**src/rtl/mem_arb_pkg.sv**
```systemverilog
// ---------------------------------------------------------------------------
// mem_arb_pkg
//
// Shared types and constants for the unified-memory port arbiter.
//   state_t : sequencing FSM states (IDLE, ISSUE, WAIT, RESP)
//   REQ_IF  : requester id of the instruction-fetch path
//   REQ_D   : requester id of the load/store path
//   BE_FULL : byte-enable pattern for a full-word read
// ---------------------------------------------------------------------------
package mem_arb_pkg;

    typedef enum logic [1:0] {
        IDLE  = 2'd0,
        ISSUE = 2'd1,
        WAIT  = 2'd2,
        RESP  = 2'd3
    } state_t;

    localparam logic REQ_IF = 1'b0;
    localparam logic REQ_D  = 1'b1;

    localparam logic [3:0] BE_FULL = 4'hF;

endpackage

```
**src/rtl/arb_pick.sv**
```systemverilog
// ---------------------------------------------------------------------------
// arb_pick
//
// Combinational winner selection between the IF and D requesters. All
// arbitration policy lives here so the sequencing FSM stays policy-free.
//
// Build option:
//   ARB_RR_EN defined   : on simultaneous requests the requester that did
//                         not win last time is chosen.
//   ARB_RR_EN undefined : fixed priority, D always beats IF.
//
// Ports:
//   if_req      in   IF request
//   d_req       in   D request
//   last_winner in   id of the previous winner (only used with ARB_RR_EN)
//   any_req     out  at least one request is pending
//   winner      out  id of the selected requester (REQ_IF / REQ_D)
// ---------------------------------------------------------------------------
module arb_pick
    import mem_arb_pkg::*;
(
    input  logic if_req,
    input  logic d_req,
    input  logic last_winner,
    output logic any_req,
    output logic winner
);

    // Pick a winner; a lone requester always wins, contention is resolved
    // by the configured policy.
    always_comb begin
        any_req = if_req | d_req;
`ifdef ARB_RR_EN
        if (if_req && d_req) begin
            winner = ~last_winner;
        end else if (d_req) begin
            winner = REQ_D;
        end else begin
            winner = REQ_IF;
        end
`else
        winner = d_req ? REQ_D : REQ_IF;
`endif
    end

`ifndef ARB_RR_EN
    // Fixed priority has no history; the input exists only to keep the
    // port list identical in both builds.
    logic unused_last_winner;
    assign unused_last_winner = last_winner;
`endif

endmodule

```
**src/rtl/mem_port_arbiter.sv**
```systemverilog
// ---------------------------------------------------------------------------
// mem_port_arbiter
//
// Shares one single-ported unified instruction/data memory between the CPU
// instruction-fetch path (IF) and the load/store path (D). Each access is
// sequenced as arbitrate (IDLE) -> issue (ISSUE) -> fixed read latency
// (WAIT) -> registered response (RESP). Writes finish in ISSUE.
//
// Build option: ARB_RR_EN selects alternating priority on contention
// (see arb_pick); undefined gives fixed D-over-IF priority.
//
// Parameters:
//   ADDR_W  word-address width
//   DATA_W  data width (DATA_W/8 byte enables)
//   MEM_LAT cycles from mem_en to valid mem_rdata, 1..7
//
// Ports:
//   clock, reset                       rising-edge clock, sync active-high reset
//   if_req/if_addr                     IF read request and word address
//   if_gnt/if_rvalid/if_rdata          IF grant pulse, response pulse, data
//   d_req/d_we/d_be/d_addr/d_wdata     D request, write flag, byte enables,
//                                      address, write data
//   d_gnt/d_rvalid/d_rdata             D grant pulse, read response, data
//   mem_en/mem_we/mem_be/mem_addr/
//   mem_wdata/mem_rdata                memory array interface
//   busy                               high whenever the FSM is not IDLE
// ---------------------------------------------------------------------------
module mem_port_arbiter
    import mem_arb_pkg::*;
#(
    parameter int ADDR_W  = 10,
    parameter int DATA_W  = 32,
    parameter int MEM_LAT = 1
) (
    input  logic                clock,
    input  logic                reset,
    input  logic                if_req,
    input  logic [ADDR_W-1:0]   if_addr,
    output logic                if_gnt,
    output logic                if_rvalid,
    output logic [DATA_W-1:0]   if_rdata,
    input  logic                d_req,
    input  logic                d_we,
    input  logic [DATA_W/8-1:0] d_be,
    input  logic [ADDR_W-1:0]   d_addr,
    input  logic [DATA_W-1:0]   d_wdata,
    output logic                d_gnt,
    output logic                d_rvalid,
    output logic [DATA_W-1:0]   d_rdata,
    output logic                mem_en,
    output logic                mem_we,
    output logic [DATA_W/8-1:0] mem_be,
    output logic [ADDR_W-1:0]   mem_addr,
    output logic [DATA_W-1:0]   mem_wdata,
    input  logic [DATA_W-1:0]   mem_rdata,
    output logic                busy
);

    state_t              state_q, state_d;
    logic [2:0]          cnt_q, cnt_d;
    logic                id_q, id_d;
    logic                we_q, we_d;
    logic                if_gnt_q, if_gnt_d;
    logic                d_gnt_q, d_gnt_d;
    logic                if_rvalid_q, if_rvalid_d;
    logic                d_rvalid_q, d_rvalid_d;
    logic [DATA_W-1:0]   if_rdata_q, if_rdata_d;
    logic [DATA_W-1:0]   d_rdata_q, d_rdata_d;
    logic                mem_en_q, mem_en_d;
    logic                mem_we_q, mem_we_d;
    logic [DATA_W/8-1:0] mem_be_q, mem_be_d;
    logic [ADDR_W-1:0]   mem_addr_q, mem_addr_d;
    logic [DATA_W-1:0]   mem_wdata_q, mem_wdata_d;
    logic                busy_q, busy_d;

    logic                any_req;
    logic                winner;
    logic                last_winner;

`ifdef ARB_RR_EN
    logic                last_winner_q, last_winner_d;
    assign last_winner = last_winner_q;
`else
    assign last_winner = REQ_IF;
`endif

    arb_pick u_pick (
        .if_req      (if_req),
        .d_req       (d_req),
        .last_winner (last_winner),
        .any_req     (any_req),
        .winner      (winner)
    );

    // Next-state logic. Every output is a flop, so the values seen during
    // a state are computed on the transition into it: the memory command
    // and the grant are prepared in IDLE and appear in ISSUE, the read
    // data and rvalid are prepared in the last WAIT cycle and appear in RESP.
    always_comb begin
        state_d     = state_q;
        cnt_d       = cnt_q;
        id_d        = id_q;
        we_d        = we_q;
        if_gnt_d    = 1'b0;
        d_gnt_d     = 1'b0;
        if_rvalid_d = 1'b0;
        d_rvalid_d  = 1'b0;
        if_rdata_d  = if_rdata_q;
        d_rdata_d   = d_rdata_q;
        mem_en_d    = 1'b0;
        mem_we_d    = 1'b0;
        mem_be_d    = '0;
        mem_addr_d  = mem_addr_q;
        mem_wdata_d = mem_wdata_q;
`ifdef ARB_RR_EN
        last_winner_d = last_winner_q;
`endif

        case (state_q)
            IDLE: begin
                if (any_req) begin
                    state_d = ISSUE;
                    id_d    = winner;
`ifdef ARB_RR_EN
                    last_winner_d = winner;
`endif
                    if (winner == REQ_D) begin
                        we_d        = d_we;
                        d_gnt_d     = 1'b1;
                        mem_addr_d  = d_addr;
                        mem_wdata_d = d_wdata;
                        mem_we_d    = d_we;
                        mem_be_d    = d_we ? d_be : BE_FULL;
                        // A write with no lanes enabled is granted but
                        // never touches the array.
                        mem_en_d    = !d_we || (d_be != '0);
                    end else begin
                        we_d       = 1'b0;
                        if_gnt_d   = 1'b1;
                        mem_addr_d = if_addr;
                        mem_be_d   = BE_FULL;
                        mem_en_d   = 1'b1;
                    end
                end
            end

            ISSUE: begin
                if (we_q) begin
                    state_d = IDLE;
                end else begin
                    state_d = WAIT;
                    cnt_d   = 3'(MEM_LAT);
                end
            end

            WAIT: begin
                // The counter reaches zero on this cycle's decrement, which
                // is the cycle mem_rdata is valid, so capture it now.
                cnt_d = cnt_q - 3'd1;
                if (cnt_q <= 3'd1) begin
                    state_d = RESP;
                    if (id_q == REQ_D) begin
                        d_rdata_d  = mem_rdata;
                        d_rvalid_d = 1'b1;
                    end else begin
                        if_rdata_d  = mem_rdata;
                        if_rvalid_d = 1'b1;
                    end
                end
            end

            RESP: begin
                state_d = IDLE;
            end

            default: begin
                state_d = IDLE;
            end
        endcase

        busy_d = (state_d != IDLE);
    end

    // State and output registers. Reset wins over everything and drops any
    // transaction in flight without a grant or response.
    always_ff @(posedge clock) begin
        if (reset) begin
            state_q     <= IDLE;
            cnt_q       <= '0;
            id_q        <= REQ_IF;
            we_q        <= 1'b0;
            if_gnt_q    <= 1'b0;
            d_gnt_q     <= 1'b0;
            if_rvalid_q <= 1'b0;
            d_rvalid_q  <= 1'b0;
            if_rdata_q  <= '0;
            d_rdata_q   <= '0;
            mem_en_q    <= 1'b0;
            mem_we_q    <= 1'b0;
            mem_be_q    <= '0;
            mem_addr_q  <= '0;
            mem_wdata_q <= '0;
            busy_q      <= 1'b0;
`ifdef ARB_RR_EN
            last_winner_q <= REQ_IF;
`endif
        end else begin
            state_q     <= state_d;
            cnt_q       <= cnt_d;
            id_q        <= id_d;
            we_q        <= we_d;
            if_gnt_q    <= if_gnt_d;
            d_gnt_q     <= d_gnt_d;
            if_rvalid_q <= if_rvalid_d;
            d_rvalid_q  <= d_rvalid_d;
            if_rdata_q  <= if_rdata_d;
            d_rdata_q   <= d_rdata_d;
            mem_en_q    <= mem_en_d;
            mem_we_q    <= mem_we_d;
            mem_be_q    <= mem_be_d;
            mem_addr_q  <= mem_addr_d;
            mem_wdata_q <= mem_wdata_d;
            busy_q      <= busy_d;
`ifdef ARB_RR_EN
            last_winner_q <= last_winner_d;
`endif
        end
    end

    assign if_gnt    = if_gnt_q;
    assign if_rvalid = if_rvalid_q;
    assign if_rdata  = if_rdata_q;
    assign d_gnt     = d_gnt_q;
    assign d_rvalid  = d_rvalid_q;
    assign d_rdata   = d_rdata_q;
    assign mem_en    = mem_en_q;
    assign mem_we    = mem_we_q;
    assign mem_be    = mem_be_q;
    assign mem_addr  = mem_addr_q;
    assign mem_wdata = mem_wdata_q;
    assign busy      = busy_q;

endmodule

```
**config.mk**
```make
export PLATFORM = sky130hd
export DESIGN_NAME = mem_port_arbiter
export DESIGN_NICKNAME = d
export VERILOG_FILES = /design/src/rtl/mem_arb_pkg.sv /design/src/rtl/arb_pick.sv /design/src/rtl/mem_port_arbiter.sv
export SDC_FILE = /design/constraint.sdc
export NUM_CORES = 1
export LEC_CHECK = 0
export ABC_AREA = 1
export BUFFER_PORTS_ARGS = -buffer_cell sky130_fd_sc_hd__buf_4
export CAP_MARGIN = 20
export CORE_MARGIN = 2
export CORE_UTILIZATION = 48
export DETAILED_ROUTE_END_ITERATION = 8
export PLACE_DENSITY_LB_ADDON = 0.25
export SETUP_SLACK_MARGIN = 0.15
export SYNTH_ARGS = -nofsm -noshare
export SYNTH_HDL_FRONTEND = slang
export SYNTH_SLANG_ARGS = --single-unit
```
**constraint.sdc**
```tcl
create_clock -name clock -period 1.4 [get_ports clock]
set_input_delay 0.07 -clock clock [delete_from_list [all_inputs] [get_ports clock]]
set_output_delay 0.07 -clock clock [all_outputs]
set_load 0.1 [all_outputs]
```
==> run summary <==
Clock Latency Late Sink -> 520 ps
Crit path largest cell delay -> 370 ps
Die ar. -> 11100 um2
Critical Path Stages -> 1
delay-heaviest family, CP -> flip-flops
Mapped Area -> 4920 um2
Seq/Total Area, Yosys -> 50.4%
Slowest cell on crit path -> dfxtp_1
synthesized netlist net count -> 780
Final Skew -> 13.2 ps
Critical Path Start Type -> register
Bufs and invs on worst path -> 1
reg2reg setup slack -> 140 ps
commonest non-fill, non-tap cell in the layout -> nor2_1
final number of hold-violating endpoints -> 0
number of global-route vias before repair -> 5775
Synth top area share -> 50.4%
Pins Over Slew Limit -> 0
clk buf depth -> 2
Worst-Margin Slew -> 654 ps
synthesized flop and latch total -> 124
H-tree levels -> 4
port bufs -> 209
DP Worst Slack -> 153 ps
Routed WL -> 20.8 mm
number of distinct library cells after synthesis -> 21
wire per inst -> 18.3 um
Core ar. -> 9860 um2
hold depth -> 3
worst path arrival time -> 1200 ps
sw frac -> 44.7%
critical path class -> reg2out
max-cap viol count -> 0
run status -> complete, no violations
NetSw -> 7.10 mW
crit path time final -> 1270 ps
Mean Syn Cell Area -> 7.17 um2
routability cong. -> 0.921
Synth Instances -> 686
io pins -> 210
Ys Warns -> 0
Worst Hold Class -> in2reg
first-pass GRT wire length -> 27.0 mm
unrepaired setup endpoints after global routing -> yes
die height -> 105 um
placed cell area -> 6620 um2
Tcrit/Tclk final -> 90.9%
endpoint type of the worst setup path -> output pin
most frequent cells in the layout -> nor2_1, buf_4, nand2_1, dfxtp_1, dlygate4sd3_1
Finished Cell Area -> 8620 um2
Synth area leader -> dfxtp_1
Slew Limit Headroom -> 56.2%
dpl hpwl -> 9.56 mm
Post-route DRC -> 0
placed cell count -> 999
GR Util All Layers -> 30.3%
setup TNS -> 0 ps
ANT nets after route -> 0
vias per cell -> 5.51
worst hold margin -> 62.7 ps
Clock Power Share -> 27.8%
Worst-path clk slew -> 70 ps
largest cells by area after synthesis -> dfxtp_1, nor2_1, nand2_1
effective utilization at floorplan -> 49.9%
DIE WIDTH -> 105 um
Synth-to-Final Area Change -> 75.2%
critical path peak fanout -> 2
# diodes -> 0
pwr/cell area -> 1840 nW/um2
DR vias -> 6254
Fmax -> 786 MHz
final cell count without fillers -> 1134
Fill cells -> 470
P_int -> 8.79 mW
post-route setup slack -> 128 ps
overall power -> 15.9 mW
worst vdd ir -> 0.00119 V
share of cells above drive strength 1 -> 29.4%
gr ovfl total -> 0
R2R cell count -> 7
largest net degree at the start of global routing -> 67
Pleak -> 4.16 nW
Nets -> 1084
total CTS buffers -> 17
Reg power frac -> 28.0%
Std-Cell Rows -> 36
clock sinks -> 124
TritonRoute pass-1 iters -> 5
final core utilization -> 87.4%
initial antenna violation count -> 0
critical path required time -> 1330 ps
Iteration-0 DRC Markers -> 435
clk root buf -> clkbuf_8
CTS tree -> built
# setup viols final -> 0
Comb power frac -> 44.2%
worst path cell trace -> buf_4
[sequential cells by signal, summed over array words and instances (netlist names)]
| register | cells |
|---|---|
| busy | 1 |
| cnt_q | 3 |
| d_gnt | 1 |
| d_rdata | 32 |
| d_rvalid | 1 |
| id_q | 1 |
| if_gnt | 1 |
| if_rdata | 32 |
| if_rvalid | 1 |
| mem_addr | 10 |
| mem_be | 4 |
| mem_en | 1 |
| mem_wdata | 32 |
| mem_we | 1 |
| state_q | 2 |
| we_q | 1 |
[cell families after synthesis]
group	share of synthesized area [%]
adders and majority gates	0.254
DFF	50.4
AOI/OAI and AO/OA	4.20
buffers and inverters	8.87
and+or+nand+nor	36.2
[metal layers]
layer,up-vias,GRT usage (%),share of wire [%]
li1,2792,-,-
met1,2891,33.4,35
met2,454,51.8,50
met3,117,8.41,9.7
met4,0,17.9,5.7
met5,-,0,0
[cells in the mapped netlist]
| cell | instances |
|---|---|
| a21oi_1 | 4 |
| buf_1 | 6 |
| buf_2 | 16 |
| buf_4 | 12 |
| clkbuf_1 | 15 |
| dfxtp_1 | 124 |
| ha_1 | 1 |
| inv_1 | 43 |
| inv_2 | 7 |
| nand2_1 | 128 |
| nand2_2 | 1 |
| nand3_1 | 18 |
| nand4_1 | 64 |
| nor2_1 | 205 |
| nor2_2 | 4 |
| nor3_1 | 1 |
| o211ai_1 | 1 |
| o21ai_0 | 6 |
| o21ai_1 | 28 |
| o21ai_2 | 1 |
| or2_1 | 1 |
[tightest hold or removal path, stage by stage]
cell and delay, ps:
buf_4 100, o211ai_1 250, nand2_1 120
[final timing paths]
| path | startpoint | endpoint |
|---|---|---|
| min | if_req | state_q[0] |
| max reg2reg | cnt_q[2] | d_rdata[20] |
| max | mem_wdata[26] | mem_wdata[26] |
| min reg2reg | d_rdata[28] | d_rdata[28] |
[area by class of cell]
type	count	area (um2)	share of cell area (%)
timing repair buffer	334	3150	36.5
sequential	124	2490	28.9
multi-input combinational	463	2040	23.7
clock buffer	23	477	5.53
inverter	50	190	2.21
tap	133	166	1.93
clock inverter	7	113	1.31
[timing repair]
item                                   CTS  global route
hold buffers                            91             0
setup buffers                            0             5
pin swaps                                0            13
gates resized for setup                  6            73
setup endpoints to repair                7           152
cloned                                   0             9
endpoints found under the hold margin  116             0
[power groups by stage]
stage	Clock, mW	Combinational, mW	Sequential [mW]
2_1_floorplan	0	1.46	7.68
3_3_place_gp	0	6.03	4.38
3_5_place_dp	0	6.10	4.40
4_1_cts	4.39	6.33	4.34
5_1_grt	4.59	7.26	4.48
6_report	4.41	7.03	4.45
Note: power is estimated with default switching activity, not from simulation.
